`src/rtl/core_pkg.sv`:
```
// rtl/core_pkg.sv - shared decode/execute control types for the segmented RISC-V core
package core_pkg;

   localparam int ALU_OP_WIDTH = 2;

   typedef enum logic [ALU_OP_WIDTH-1:0] {
      ADD  = 2'd0,
      SUB  = 2'd1,
      FUNC = 2'd2,
      IMM  = 2'd3
   } alu_op_t;

   typedef struct packed {
      alu_op_t alu_op;
      logic    alu_src;
   } ex_ctrl_t;

   typedef struct packed {
      logic mem_read;
      logic mem_write;
      logic branch;
   } mem_ctrl_t;

   typedef struct packed {
      logic reg_write;
      logic mem_to_reg;
   } wb_ctrl_t;

   localparam ex_ctrl_t  BUBBLE_EX_CTRL  = '{alu_op: ADD, alu_src: 1'b0};
   localparam mem_ctrl_t BUBBLE_MEM_CTRL = '{mem_read: 1'b0, mem_write: 1'b0, branch: 1'b0};
   localparam wb_ctrl_t  BUBBLE_WB_CTRL  = '{reg_write: 1'b0, mem_to_reg: 1'b0};

   typedef enum logic [0:0] {
      RUN   = 1'b0,
      STALL = 1'b1
   } stage_state_t;

endpackage

```
`src/rtl/load_use_hazard_unit.sv`:
```
// rtl/load_use_hazard_unit.sv - load-use detect against the EX entry plus RUN/STALL tracking
module load_use_hazard_unit
   import core_pkg::*;
(
   input  logic       clk_i,
   input  logic       rst_i,
   input  logic       hold_i,
   input  logic       flush_i,
   input  logic       ex_valid_i,
   input  logic       ex_mem_read_i,
   input  logic [4:0] ex_rd_i,
   input  logic [4:0] id_rs1_i,
   input  logic [4:0] id_rs2_i,
   input  logic       id_uses_rs2_i,
   output logic       load_use_o,
   output logic       stall_o
);

   stage_state_t state_q, state_d;

   // x0 is hardwired, so a load targeting it never creates a dependency
   assign load_use_o = ex_valid_i & ex_mem_read_i & (ex_rd_i != 5'd0) &
                       ((ex_rd_i == id_rs1_i) | (id_uses_rs2_i & (ex_rd_i == id_rs2_i)));

   assign stall_o = (load_use_o & ~flush_i) | hold_i;

   always_comb begin
      state_d = state_q;
      unique case (state_q)
         RUN:     if (load_use_o & ~hold_i & ~flush_i) state_d = STALL;
         STALL:   if (~hold_i) state_d = RUN;
         default: state_d = RUN;
      endcase
   end

   always_ff @(posedge clk_i) begin
      if (rst_i) state_q <= RUN;
      else       state_q <= state_d;
   end

endmodule

```
`src/rtl/id_ex_stage_register.sv`:
```
// rtl/id_ex_stage_register.sv - ID/EX pipeline register with load-use bubbles and branch flush
// ID_EX_PERF_CNT_EN enables the bubble/flush performance counters; otherwise they read 0.
module id_ex_stage_register
   import core_pkg::*;
#(
   parameter int XLEN     = 32,
   parameter int ALU_OP_W = 2
) (
   input  logic                CLK,
   input  logic                RST,
   input  logic                hold_in,
   input  logic                flush_in,
   input  logic [XLEN-1:0]     pc_in,
   input  logic [XLEN-1:0]     rs1_data_in,
   input  logic [XLEN-1:0]     rs2_data_in,
   input  logic [XLEN-1:0]     imm_in,
   input  logic [4:0]          rs1_in,
   input  logic [4:0]          rs2_in,
   input  logic [4:0]          rd_in,
   input  logic [2:0]          func3_in,
   input  logic [6:0]          func7_in,
   input  logic                uses_rs2_in,
   input  logic [ALU_OP_W-1:0] alu_op_in,
   input  logic                alu_src_in,
   input  logic                mem_read_in,
   input  logic                mem_write_in,
   input  logic                reg_write_in,
   input  logic                mem_to_reg_in,
   input  logic                branch_in,
   output logic [XLEN-1:0]     pc_out,
   output logic [XLEN-1:0]     rs1_data_out,
   output logic [XLEN-1:0]     rs2_data_out,
   output logic [XLEN-1:0]     imm_out,
   output logic [4:0]          rs1_out,
   output logic [4:0]          rs2_out,
   output logic [4:0]          rd_out,
   output logic [2:0]          func3_out,
   output logic [6:0]          func7_out,
   output logic                uses_rs2_out,
   output logic [ALU_OP_W-1:0] alu_op_out,
   output logic                alu_src_out,
   output logic                mem_read_out,
   output logic                mem_write_out,
   output logic                reg_write_out,
   output logic                mem_to_reg_out,
   output logic                branch_out,
   output logic                valid_out,
   output logic                stall_if_id_out,
   output logic [31:0]         bubble_count_out,
   output logic [31:0]         flush_count_out
);

   logic [XLEN-1:0] pc_q, rs1_data_q, rs2_data_q, imm_q;
   logic [4:0]      rs1_q, rs2_q, rd_q;
   logic [2:0]      func3_q;
   logic [6:0]      func7_q;
   logic            uses_rs2_q, valid_q, valid_d;
   ex_ctrl_t        ex_q, ex_d;
   mem_ctrl_t       mem_q, mem_d;
   wb_ctrl_t        wb_q, wb_d;
   logic            load_use;

   load_use_hazard_unit u_hazard (
      .clk_i         (CLK),
      .rst_i         (RST),
      .hold_i        (hold_in),
      .flush_i       (flush_in),
      .ex_valid_i    (valid_q),
      .ex_mem_read_i (mem_q.mem_read),
      .ex_rd_i       (rd_q),
      .id_rs1_i      (rs1_in),
      .id_rs2_i      (rs2_in),
      .id_uses_rs2_i (uses_rs2_in),
      .load_use_o    (load_use),
      .stall_o       (stall_if_id_out)
   );

   // Only control is squashed on a bubble; datapath fields pass through as don't-care
   always_comb begin
      ex_d    = BUBBLE_EX_CTRL;
      mem_d   = BUBBLE_MEM_CTRL;
      wb_d    = BUBBLE_WB_CTRL;
      valid_d = 1'b0;
      if (!(flush_in || load_use)) begin
         ex_d.alu_op     = alu_op_t'(alu_op_in);
         ex_d.alu_src    = alu_src_in;
         mem_d.mem_read  = mem_read_in;
         mem_d.mem_write = mem_write_in;
         mem_d.branch    = branch_in;
         wb_d.reg_write  = reg_write_in;
         wb_d.mem_to_reg = mem_to_reg_in;
         valid_d         = 1'b1;
      end
   end

   always_ff @(posedge CLK) begin
      if (RST) begin
         pc_q       <= '0;
         rs1_data_q <= '0;
         rs2_data_q <= '0;
         imm_q      <= '0;
         rs1_q      <= '0;
         rs2_q      <= '0;
         rd_q       <= '0;
         func3_q    <= '0;
         func7_q    <= '0;
         uses_rs2_q <= 1'b0;
         ex_q       <= BUBBLE_EX_CTRL;
         mem_q      <= BUBBLE_MEM_CTRL;
         wb_q       <= BUBBLE_WB_CTRL;
         valid_q    <= 1'b0;
      end else if (!hold_in) begin
         pc_q       <= pc_in;
         rs1_data_q <= rs1_data_in;
         rs2_data_q <= rs2_data_in;
         imm_q      <= imm_in;
         rs1_q      <= rs1_in;
         rs2_q      <= rs2_in;
         rd_q       <= rd_in;
         func3_q    <= func3_in;
         func7_q    <= func7_in;
         uses_rs2_q <= uses_rs2_in;
         ex_q       <= ex_d;
         mem_q      <= mem_d;
         wb_q       <= wb_d;
         valid_q    <= valid_d;
      end
   end

`ifdef ID_EX_PERF_CNT_EN
   logic [31:0] bubble_cnt_q, flush_cnt_q;

   always_ff @(posedge CLK) begin
      if (RST) begin
         bubble_cnt_q <= '0;
         flush_cnt_q  <= '0;
      end else if (!hold_in) begin
         if (flush_in)      flush_cnt_q  <= flush_cnt_q + 32'd1;
         else if (load_use) bubble_cnt_q <= bubble_cnt_q + 32'd1;
      end
   end

   assign bubble_count_out = bubble_cnt_q;
   assign flush_count_out  = flush_cnt_q;
`else
   assign bubble_count_out = '0;
   assign flush_count_out  = '0;
`endif

   assign pc_out         = pc_q;
   assign rs1_data_out   = rs1_data_q;
   assign rs2_data_out   = rs2_data_q;
   assign imm_out        = imm_q;
   assign rs1_out        = rs1_q;
   assign rs2_out        = rs2_q;
   assign rd_out         = rd_q;
   assign func3_out      = func3_q;
   assign func7_out      = func7_q;
   assign uses_rs2_out   = uses_rs2_q;
   assign alu_op_out     = ex_q.alu_op;
   assign alu_src_out    = ex_q.alu_src;
   assign mem_read_out   = mem_q.mem_read;
   assign mem_write_out  = mem_q.mem_write;
   assign branch_out     = mem_q.branch;
   assign reg_write_out  = wb_q.reg_write;
   assign mem_to_reg_out = wb_q.mem_to_reg;
   assign valid_out      = valid_q;

endmodule

```
`config.mk`:
```
export PLATFORM = sky130hd
export DESIGN_NAME = id_ex_stage_register
export DESIGN_NICKNAME = d
export VERILOG_FILES = /design/src/rtl/core_pkg.sv /design/src/rtl/load_use_hazard_unit.sv /design/src/rtl/id_ex_stage_register.sv
export SDC_FILE = /design/constraint.sdc
export NUM_CORES = 1
export LEC_CHECK = 0
export BUFFER_PORTS_ARGS = -buffer_cell sky130_fd_sc_hd__buf_2
export CAP_MARGIN = 30
export CORE_AREA = 2 2 151 153
export CTS_CLUSTER_SIZE = 12
export DETAILED_ROUTE_END_ITERATION = 8
export DIE_AREA = 0 0 153 155
export HOLD_SLACK_MARGIN = 0.05
export SETUP_SLACK_MARGIN = 0.3
export SYNTH_ARGS = -nofsm -noshare
export SYNTH_HDL_FRONTEND = slang
export SYNTH_HIERARCHICAL = 1
export SYNTH_SLANG_ARGS = --single-unit
```
`constraint.sdc`:
```
create_clock -name CLK -period 1.9 [get_ports CLK]
set_input_delay 0.38 -clock CLK [delete_from_list [all_inputs] [get_ports CLK]]
set_output_delay 0.38 -clock CLK [all_outputs]
set_load 0.1 [all_outputs]
```
==> metrics.md <==
| Metric | Value |
|---|---|
| Hold Buf Count CTS | 0 |
| Worst setup path endpoint | stall_if_id_out |
| Leak | approximately 0.0048 uW |
| Violated checks | negative setup slack |
| Final setup fails | 10 |
| Register area share after synthesis | ~51% |
| Avg Inst Size Synth | 10.34 sq um |
| Total CTS buffers | 17 |
| Synthesized cell area | 6409 sq um |
| Cell Rows | 55 |
| IO Pins | 394 |
| Outcome | complete, but fails checks |
| Root Buffer | clkbuf_16 |
| RSZ-0062 raised after global routing | true |
| DIE AREA | 23720 sq um |
| Cells after Synth | 620 |
| Min-Delay Path Class | in2reg |
| Worst r2r path cells | 7 |
| CP endpoint kind | output pin |
| Final setup TNS | -1.700 ns |
| Gp weighted congestion | approximately 0.73 |
| Via count | ~5200 |
| First-pass GRT wire length | 26520 um |
| Vias in the first global route | ~5000 |
| Fin worst setup slack | -0.4923 ns |
| Cells along the critical path | xor2_1, nor4_2, a32oi_1, buf_4, o41ai_4, buf_12 |
| Cell family with most CP delay | compound AO/OA/AOI/OAI gates |
| Fin Clk Skew | 0.009561 ns |
| Final Hold Fails | 0 |
| Design Power | 10220 uW |
| Final core utilization | ~42% |
| Routed len/inst | 13.96 um |
| Power Dens Cells | 1093 nW/um^2 |
| Synth warnings | 6 |
| Worst stage delay on the critical path | ~0.36 ns |
| Clock Pin Slew Worst Setup and Hold Paths | 0.07 ns |
| ANT cells | 0 |
| Layout cell share with drive strength beyond 1 | between 40% and 50% |
| GR Overflow Total | 0 |
| Synth unique cells | 21 |
| Maximum vdd ir drop | 0.4879 mV |
| TritonRoute pass-1 iters | 4 |
| Slowest cell on crit path | dfxtp_4 |
| Hold slack | roughly 0.19 ns |
| DP HPWL | 13050 um |
| WS Path Type | reg2out |
| CP Buf/Inv Count | 2 |
| Layout area overhead | 45.94% |
| DRT iter0 DRCs | 175 |
| Final Critical Period | 2.392 ns |
| Post-route DRC | 0 |
| Worst Path Required | 1.52 ns |
| Later-pin clock latency in the skew report | 0.42 ns |
| Die H | 155 um |
| Total routed wirelength | 17560 um |
| GRT Util Overall | ~14% |
| Initial antenna violation count | 1 |
| Pre-CTS setup slack | -0.4059 ns |
| Initial core utilization | 28.83% |
| Max FO, Critical Path | 4 |
| Layout Nets | 1126 |
| Max Root-Sink Buffers | 2 |
| CTS Sinks | approximately 160 |
| CTS tree | built |
| R2r endpoint | alu_src_out |
| Worst setup path startpoint | rd_out[0] |
| Max cap viols | 0 |
| Max-slew violations | 0 |
| Arr. time, crit path | 2.01 ns |
| Crit path depth | 6 |
| Synthesized flop and latch total | 163 |
| Final Cycle Share | 125.9% |
| Pin count of the biggest net entering global routing | 85 |
| Die Width | 153 um |
| Vias per Instance | a little over 4 |
| H-tree depth | 4 |
| # port buffers | about 330 |
| Critical Path Source Type | register |
| Routed Antenna Nets | 0 |
| Core Region | 22230 sq um |
| R2r setup slk | -0.16 ns |
| RR Startpoint | rd_out[3] |
| Fmax | 0.4180 GHz |
flip-flops by register name (all words and copies together), names as in the netlist:
name            count
func7_out           7
mem_to_reg_out      1
rs2_out             5
rs1_out             5
rs1_data_out       32
reg_write_out       1
mem_write_out       1
branch_out          1
uses_rs2_out        1
mem_read_out        1
alu_src_out         1
pc_out             32
rd_out              5
func3_out           3
imm_out            32
rs2_data_out       32
valid_out           1
alu_op_out          2
layout make-up:
class,count,area [sq um]
Tap cell,285,356.6
Sequential cell,163,3282
Inverter,1,3.754
Multi-Input combinational cell,418,2770
Fill cell,2214,12870
Clock buffer,18,439.2
Clock inverter,14,142.6
Timing Repair Buffer,359,2359
synth_stat cells:
library cell    n  area (sq um)
o41ai_2         1         16.27
buf_4          80         600.6
buf_1           5         18.77
xnor2_1         1         8.760
nor4_2          1         12.51
buf_6           2         22.52
a32oi_1         1         8.760
a21oi_1         9         45.04
or4b_1          8         80.08
nor2_1        156         585.6
or3_1           1         6.260
or4_2           1         8.760
conb_1          1         3.750
buf_2           3         15.01
dfxtp_1       163          3263
inv_1           1         3.750
mux2i_1       154          1541
clkbuf_1       11         41.29
nand2_1        10         37.54
nor3_1          2         10.01
xor2_1          9         78.83
power by group:
part	switching, uW	total [uW]	internal [uW]
Clock	1540	3420	1890
Sequential	111	3730	3620
Combinational	2450	3070	621
Total	4100	10200	6120
metrics by stage:
| stage | instance area (sq um) | cells |
|---|---|---|
| 6_report | 9353 | 1258 |
| 5_1_grt | 9353 | 1258 |
| 4_1_cts | 9015 | 1257 |
| 3_5_place_dp | 8270 | 1220 |
| 3_3_place_gp | 8270 | 1220 |
| 2_1_floorplan | 6683 | 683 |
worst min path at each step:
| stage | from | to | cells after the start |
|---|---|---|---|
| global route | rs1_data_in[0] | rs1_data_out[0] | 3 |
| global placement | alu_op_out[0] | alu_op_out[0] | 2 |
| CTS | imm_in[1] | imm_out[1] | 3 |
| detailed placement | alu_op_out[0] | alu_op_out[0] | 2 |
| floorplan | rd_in[0] | rd_out[0] | 2 |
| finish | imm_in[7] | imm_out[7] | 3 |
tightest hold or removal path, cell delays in order:
cell     delay (ns)
buf_2          0.07
mux2i_1        0.05
nor2_1         0.07
routing by layer:
layer | vias up | share of wire, % | GRT usage (%)
met1 | 2330 | 40 | 15.76
met4 | 2 | 0.99 | 4.056
met5 | - | 0.040 | 0
met2 | 247 | 49 | 23.83
met3 | 13 | 10 | 6.741
li1 | 2603 | - | -
logic make-up after synthesis:
| logic type | synth area share (%) |
|---|---|
| AND/OR/NAND/NOR | 11.56 |
| XOR/XNOR | 1.367 |
| flip-flops | 50.92 |
| multiplexers | 24.05 |
| other | 0.05851 |
| AO/OA/AOI/OAI | 1.093 |
| buffers and inverters | 10.95 |
placed cells by master, fill, tap and decap left out:
| cell type | instances |
|---|---|
| buf_2 | 190 |
| dfxtp_1 | 156 |
| nor2_1 | 155 |
| mux2i_1 | 154 |
| clkbuf_4 | 110 |
| conb_1 | 64 |
| buf_4 | 44 |
| clkbuf_16 | 17 |
| nand2_1 | 10 |
| buf_12 | 9 |
| xor2_1 | 6 |
| a21oi_1 | 5 |
| buf_6 | 5 |
| or4b_4 | 4 |
| a21oi_2 | 4 |
| or4b_1 | 4 |
| inv_8 | 4 |
| dfxtp_4 | 4 |
| clkinvlp_4 | 3 |
| inv_6 | 3 |
| dfxtp_2 | 3 |
| xor2_2 | 3 |
| clkinv_2 | 2 |
| or3_1 | 1 |
| bufinv_16 | 1 |
| clkinv_4 | 1 |
| clkbuf_8 | 1 |
| buf_8 | 1 |
| nor4_2 | 1 |
| xnor2_1 | 1 |
| nor3_2 | 1 |
| a32oi_1 | 1 |
| or4_4 | 1 |
| nor2_4 | 1 |
| nor3_4 | 1 |
| inv_1 | 1 |
| o41ai_4 | 1 |
what timing repair did:
action	in CTS	in global routing
buffers inserted	5	1
endpoints found under the setup margin	36	124
pin swaps	12	5
gates resized for setup	40	122
Note: power is estimated with default switching activity, not from simulation.
